## src/rtl/maze_neighbor_scanner_if.sv

```systemverilog
// Request/response and maze-memory bus of the neighbour scanner.
// master: scanner side (drives memory strobes/address and the result).
// slave:  solver + memory side.
interface maze_neighbor_scanner_if #(
    parameter int COORD_W = 4
);
    logic               start;
    logic               mark;
    logic [COORD_W-1:0] cur_x;
    logic [COORD_W-1:0] cur_y;
    logic               mem_rd;
    logic               mem_wr;
    logic [COORD_W-1:0] mem_x;
    logic [COORD_W-1:0] mem_y;
    logic               mem_din;
    logic               mem_dout;
    logic               busy;
    logic               done;
    logic [3:0]         open_mask;

    modport master (
        input  start, mark, cur_x, cur_y, mem_dout,
        output mem_rd, mem_wr, mem_x, mem_y, mem_din, busy, done, open_mask
    );

    modport slave (
        output start, mark, cur_x, cur_y, mem_dout,
        input  mem_rd, mem_wr, mem_x, mem_y, mem_din, busy, done, open_mask
    );
endinterface

```

## src/rtl/maze_neighbor_scanner.sv

```systemverilog
// Maze neighbour scanner: optionally marks the current cell visited, then
// reads the up/right/down/left neighbours one at a time and returns a
// 4-bit open mask (1 = in bounds and not a wall) with a done pulse.
module maze_neighbor_scanner #(
    parameter int   COORD_W      = 4,
    parameter int   READ_LATENCY = 1,
    parameter logic WALL_VALUE   = 1'b1
) (
    input  logic                    clk,
    input  logic                    rst,
    maze_neighbor_scanner_if.master bus
);
    localparam logic [COORD_W-1:0] MAX_C = '1;
    localparam logic [1:0]         WAIT_LAST = 2'(READ_LATENCY - 2);

    typedef enum logic [2:0] {IDLE, MARK, ISSUE, WAIT, CAPTURE, DONE} state_t;

    state_t             state, state_nxt;
    logic [1:0]         dir, dir_nxt;
    logic [1:0]         wcnt, wcnt_nxt;
    logic [3:0]         acc, acc_nxt;
    logic [COORD_W-1:0] cx, cy;
    logic [COORD_W-1:0] addr_x_q, addr_y_q;
    logic [COORD_W-1:0] nb_x, nb_y;
    logic               nb_in;

    // Neighbour address for the current direction and whether it is on the grid.
    always_comb begin
        nb_x  = cx;
        nb_y  = cy;
        nb_in = 1'b0;
        case (dir)
            2'd0: begin nb_y = cy - COORD_W'(1); nb_in = (cy != '0);    end
            2'd1: begin nb_x = cx + COORD_W'(1); nb_in = (cx != MAX_C); end
            2'd2: begin nb_y = cy + COORD_W'(1); nb_in = (cy != MAX_C); end
            default: begin nb_x = cx - COORD_W'(1); nb_in = (cx != '0); end
        endcase
    end

    // Next-state logic: walk the four directions, skipping off-grid ones.
    always_comb begin
        state_nxt = state;
        dir_nxt   = dir;
        wcnt_nxt  = wcnt;
        acc_nxt   = acc;
        case (state)
            IDLE: begin
                if (bus.start) begin
                    acc_nxt   = '0;
                    dir_nxt   = '0;
                    state_nxt = bus.mark ? MARK : ISSUE;
                end
            end
            MARK: begin
                dir_nxt   = '0;
                state_nxt = ISSUE;
            end
            ISSUE: begin
                if (nb_in) begin
                    wcnt_nxt  = '0;
                    state_nxt = (READ_LATENCY == 1) ? CAPTURE : WAIT;
                end else if (dir == 2'd3) begin
                    state_nxt = DONE;
                end else begin
                    dir_nxt = dir + 2'd1;
                end
            end
            WAIT: begin
                if (wcnt == WAIT_LAST) state_nxt = CAPTURE;
                else                   wcnt_nxt  = wcnt + 2'd1;
            end
            CAPTURE: begin
                acc_nxt[dir] = (bus.mem_dout != WALL_VALUE);
                if (dir == 2'd3) begin
                    state_nxt = DONE;
                end else begin
                    dir_nxt   = dir + 2'd1;
                    state_nxt = ISSUE;
                end
            end
            DONE:    state_nxt = IDLE;
            default: state_nxt = IDLE;
        endcase
    end

    // Memory strobes and status decoded from state; the address falls back
    // to the last driven value so it stays put while idle or skipping.
    always_comb begin
        bus.mem_rd  = (state == ISSUE) && nb_in;
        bus.mem_wr  = (state == MARK);
        bus.mem_din = (state == MARK) ? WALL_VALUE : 1'b0;
        bus.busy    = (state != IDLE);
        bus.done    = (state == DONE);
        bus.mem_x   = addr_x_q;
        bus.mem_y   = addr_y_q;
        if (state == MARK) begin
            bus.mem_x = cx;
            bus.mem_y = cy;
        end else if ((state == ISSUE || state == WAIT || state == CAPTURE) && nb_in) begin
            bus.mem_x = nb_x;
            bus.mem_y = nb_y;
        end
    end

    // State, counters, captured cell, held address and published mask.
    always_ff @(posedge clk or negedge rst) begin
        if (!rst) begin
            state         <= IDLE;
            dir           <= '0;
            wcnt          <= '0;
            acc           <= '0;
            cx            <= '0;
            cy            <= '0;
            addr_x_q      <= '0;
            addr_y_q      <= '0;
            bus.open_mask <= '0;
        end else begin
            state    <= state_nxt;
            dir      <= dir_nxt;
            wcnt     <= wcnt_nxt;
            acc      <= acc_nxt;
            addr_x_q <= bus.mem_x;
            addr_y_q <= bus.mem_y;
            if (state == IDLE && bus.start) begin
                cx <= bus.cur_x;
                cy <= bus.cur_y;
            end
            // Publish on entry to DONE so the mask is valid alongside done.
            if (state_nxt == DONE) bus.open_mask <= acc_nxt;
        end
    end
endmodule

```

## src/flat_wrapper.sv

```systemverilog
// flat-port wrapper written by rule: the top's interface ports become plain ports
module maze_neighbor_scanner_flat 
#(
    parameter int   COORD_W      = 4,
    parameter int   READ_LATENCY = 1,
    parameter logic WALL_VALUE   = 1'b1
)
  (clk, rst, bus_start, bus_mark, bus_cur_x, bus_cur_y, bus_mem_dout, bus_mem_rd, bus_mem_wr, bus_mem_x, bus_mem_y, bus_mem_din, bus_busy, bus_done, bus_open_mask);
  maze_neighbor_scanner_if #(.COORD_W(COORD_W)) bus_i ();
  input  logic clk;
  input  logic rst;
  input wire logic [$bits(bus_i.start)-1:0] bus_start;
  input wire logic [$bits(bus_i.mark)-1:0] bus_mark;
  input wire logic [$bits(bus_i.cur_x)-1:0] bus_cur_x;
  input wire logic [$bits(bus_i.cur_y)-1:0] bus_cur_y;
  input wire logic [$bits(bus_i.mem_dout)-1:0] bus_mem_dout;
  output wire logic [$bits(bus_i.mem_rd)-1:0] bus_mem_rd;
  output wire logic [$bits(bus_i.mem_wr)-1:0] bus_mem_wr;
  output wire logic [$bits(bus_i.mem_x)-1:0] bus_mem_x;
  output wire logic [$bits(bus_i.mem_y)-1:0] bus_mem_y;
  output wire logic [$bits(bus_i.mem_din)-1:0] bus_mem_din;
  output wire logic [$bits(bus_i.busy)-1:0] bus_busy;
  output wire logic [$bits(bus_i.done)-1:0] bus_done;
  output wire logic [$bits(bus_i.open_mask)-1:0] bus_open_mask;
  assign bus_i.start = bus_start;
  assign bus_i.mark = bus_mark;
  assign bus_i.cur_x = bus_cur_x;
  assign bus_i.cur_y = bus_cur_y;
  assign bus_i.mem_dout = bus_mem_dout;
  assign bus_mem_rd = bus_i.mem_rd;
  assign bus_mem_wr = bus_i.mem_wr;
  assign bus_mem_x = bus_i.mem_x;
  assign bus_mem_y = bus_i.mem_y;
  assign bus_mem_din = bus_i.mem_din;
  assign bus_busy = bus_i.busy;
  assign bus_done = bus_i.done;
  assign bus_open_mask = bus_i.open_mask;
  maze_neighbor_scanner #(.COORD_W(COORD_W), .READ_LATENCY(READ_LATENCY), .WALL_VALUE(WALL_VALUE)) u_core (.clk(clk), .rst(rst), .bus(bus_i));
endmodule
```

## config.mk

```make
export PLATFORM = sky130hd
export DESIGN_NAME = maze_neighbor_scanner_flat
export DESIGN_NICKNAME = d
export VERILOG_FILES = /design/src/rtl/maze_neighbor_scanner_if.sv /design/src/rtl/maze_neighbor_scanner.sv /design/src/flat_wrapper.sv
export SDC_FILE = /design/constraint.sdc
export NUM_CORES = 1
export LEC_CHECK = 0
export CAP_MARGIN = 20
export CORE_UTILIZATION = 53
export DETAILED_ROUTE_END_ITERATION = 10
export GPL_TIMING_DRIVEN = 0
export PLACE_DENSITY = 0.91
export SYNTH_ARGS = -nofsm -noshare
export SYNTH_HDL_FRONTEND = slang
export SYNTH_SLANG_ARGS = --single-unit
```

## constraint.sdc

```tcl
create_clock -name clk -period 3.4 [get_ports clk]
set_input_delay 0.51 -clock clk [delete_from_list [all_inputs] [get_ports clk]]
set_output_delay 0.51 -clock clk [all_outputs]
set_load 0.1 [all_outputs]
```

==> flow_metrics.tcl <==
set metrics [dict create \
    hp-class "flip-flop to flip-flop" \
    reg2reg_from "u_core.dir[0]" \
    antenna_found_initial 0 \
    rows 21 \
    critical_path_arrival_ns 2.83 \
    first_global_vias 1501 \
    pre_cts_ws_ns -0.7530 \
    synthFlopType "dfrtp_1" \
    run_status "finished clean" \
    worstSetupStartpoint "u_core.dir[0]" \
    fp.dieW_um 61.39 \
    ys_seq_area_share_pct 41.50 \
    ys_async_sr_fraction_pct 100.0 \
    crit_path_max_fanout 10 \
    min_period_over_period_pct 98.37 \
    place.gp.congestion 0.8139 \
    crit_buf_inv 3 \
    area_delta_synth_final_pct 31.53 \
    synth_cell_types 49 \
    final_max_slew_viol_count 0 \
    coreArea_um2 3363 \
    rsz0062_at_grt "true" \
    finalWirelength_mm 4.359 \
    drtIter0Drc 94 \
    hold_viol 0 \
    yosys_warnings 0 \
    syn_nets 216 \
    clock_latency_ns 0.34 \
    grt_pass1_wl_mm 6.817 \
    avgSynthCellArea_um2 9.736 \
    yosys.area.top_type "dfrtp_1" \
    synth_area_leaders "dfrtp_1 41%, mux2_2 7.8%, ha_1 6.0%, nand2_1 4.4%, o21ai_0 4.0%" \
    criticalPathCategory "flip-flop to output pin" \
    synth-edff-count 0 \
    slew_headroom_pct 34.47 \
    die-area_um2 3769 \
    nets 257 \
    slowest_delay_ns 0.46 \
    cts-root-buf "clkbuf_4" \
    fmax_mhz 299.0 \
    synth_top_area_share_pct 41.50 \
    htree_num_levels 2 \
    crit_family "compound AO/OA/AOI/OAI gates" \
    cts_made_buffers 5 \
    path_cells "inv_4 -> ha_2 -> nand4_1 -> a21o_2 -> a221o_2 -> nand2_4 -> buf_8 -> o21ai_0 -> a22oi_2 -> buf_8" \
    grt_usage_pct 25.47 \
    fp.dieH_um 61.39 \
    clock-sinks 31 \
    grt_max_degree 22 \
    antenna_left 0 \
    final.min_clock_period_ns 3.344 \
    finalSetupViolCount 0 \
    final.setup_skew_ns 0.01385 \
    cts_tree "done" \
    vias 1620 \
    cp_common_cell "buf_8" \
    clkSlewWorstSetupHoldPaths_ns 0.10 \
    worstMarginPinSlew_ns 0.9814 \
    end_kind "output pin" \
    synth.most_common_cell "dfrtp_1" \
    grt_overflow 0 \
    cts_buffer_depth 2 \
    dr.pass1.iters 4 \
    syn_inst 192 \
    hpwl_mm 3.002 \
    ys_ff_latch 31 \
    worstPathRequired_ns 2.89 \
    start_util_pct 55.58 \
    max-cap-violations 0 \
    netlist_area_um2 1869 \
    worstHoldStart "u_core.acc[2]" \
    via_per_inst 5.786 \
    wl_per_cell_um 15.57 \
    n_antenna_cell 0 \
    ys_top_cells_by_count "31 x dfrtp_1, 22 x nand2_1, 15 x o21ai_0, 13 x mux2_2, 12 x inv_1" \
    io_buffer_count 29 \
    io_pins 30 \
    crit_path_start_kind "flip-flop" \
    slowest_stage "a221o_2" \
    remaining_drc_errors 0 \
    setup_slack_ns 0.05553 \
    drive_above_1_share_pct 27.35 \
]
## state kept, by name, summed over array words and instances, names as in the netlist
| register | cells |
|---|---|
| u_core.acc | 4 |
| u_core.addr_x_q | 4 |
| u_core.addr_y_q | 4 |
| u_core.bus.open_mask | 4 |
| u_core.cx | 4 |
| u_core.cy | 4 |
| u_core.state | 3 |
| u_core.dir | 2 |
| u_core.wcnt | 2 |
## cell type report
type                            instances  area, um2
Buffer                                  8      53.80
Clock buffer                            8      68.82
Fill cell                             263      904.6
Inverter                               12      47.55
Multi-Input combinational cell        141       1060
Sequential cell                        31      778.2
Tap cell                               46      57.56
Timing Repair Buffer                   34      392.9
## layer usage
metal  GRT usage, %  wire length (um)  vias up  part of all wire [%]
met2          38.98              2108       53                    48
met1          33.79              1963      790                    45
met3          8.403               222        7                   5.1
li1               -                 -      770                     -
met5              0                 0        -                     0
met4          9.841                64        0                   1.5
## stage by stage
stage | area (um2) | instances | utilization, % | hold slack [ns] | setup TNS, ns
after floorplan | 1904 | 192 | - | 0.2144 | -0.6254
after global placement | 2252 | 267 | 66.96 | 0.4892 | -4.623
after detailed placement | 2280 | 268 | 67.78 | 0.4999 | -5.335
after CTS | 2376 | 278 | 70.65 | 0.5204 | 0
after global routing | 2459 | 280 | 73.10 | 0.5470 | -0.1395
final | 2459 | 280 | 73.10 | 0.5135 | 0
## layout by cell type (no fill, tap or decap), drive strengths merged, types with 2 or more instances in the layout
cell,count
xor2,2
ha,9
and3,2
mux2i,6
nand2b,5
clkbuf,12
dlymetal6s2s,2
a21o,4
fa,2
nand2,23
buf,17
a211o,2
nor2,9
nor4,2
a21boi,2
mux2,13
a21oi,9
nand3,8
clkdlybuf4s50,18
o21ai,15
inv,12
nor3,2
o21a,2
or3,2
a22oi,4
dfrtp,31
## worst register-to-register path: cells and delay by family (launching register included)
kind,cells,cell delay (ns)
compound gates,3,0.79
fa+ha+maj,1,0.25
buf+inv,2,0.27
flops,1,0.45
simple gates,3,0.64
## cell families after synthesis
| kind of cell | count (synthesis) | share of synthesized area, % |
|---|---|---|
| compound gates | 47 | 16.80 |
| xor+xnor | 3 | 1.406 |
| fa+ha+maj | 11 | 8.166 |
| buf+inv | 20 | 4.752 |
| flops | 31 | 41.50 |
| mux | 19 | 11.04 |
| simple gates | 61 | 16.33 |
## repair_timing
action | 4_1_cts | 5_1_grt
endpoints found under the setup margin | 9 | 10
buffers inserted | 2 | 2
resized for setup | 62 | 25
hold buffers | 0 | 0
gates cloned | 0 | 0
pin swaps | 4 | 4
## path summary, 6_finish.rpt
kind | end | slack, ns | cells past startpoint
worst max-delay path | bus_mem_y[3] | 0.06 | 10
worst min-delay path | u_core.acc[2] | 0.51 | 2
worst max register to register | u_core.dir[1] | 0.86 | 9
worst min register to register | u_core.acc[2] | 0.51 | 2
max in group asynchronous | u_core.cx[0] | 2.32 | 2
min in group asynchronous | u_core.state[1] | 0.55 | 1
Power is left out: the tool's default activity adds up to more than one toggle a clock period on the data nets, which glitch-free logic cannot reach.
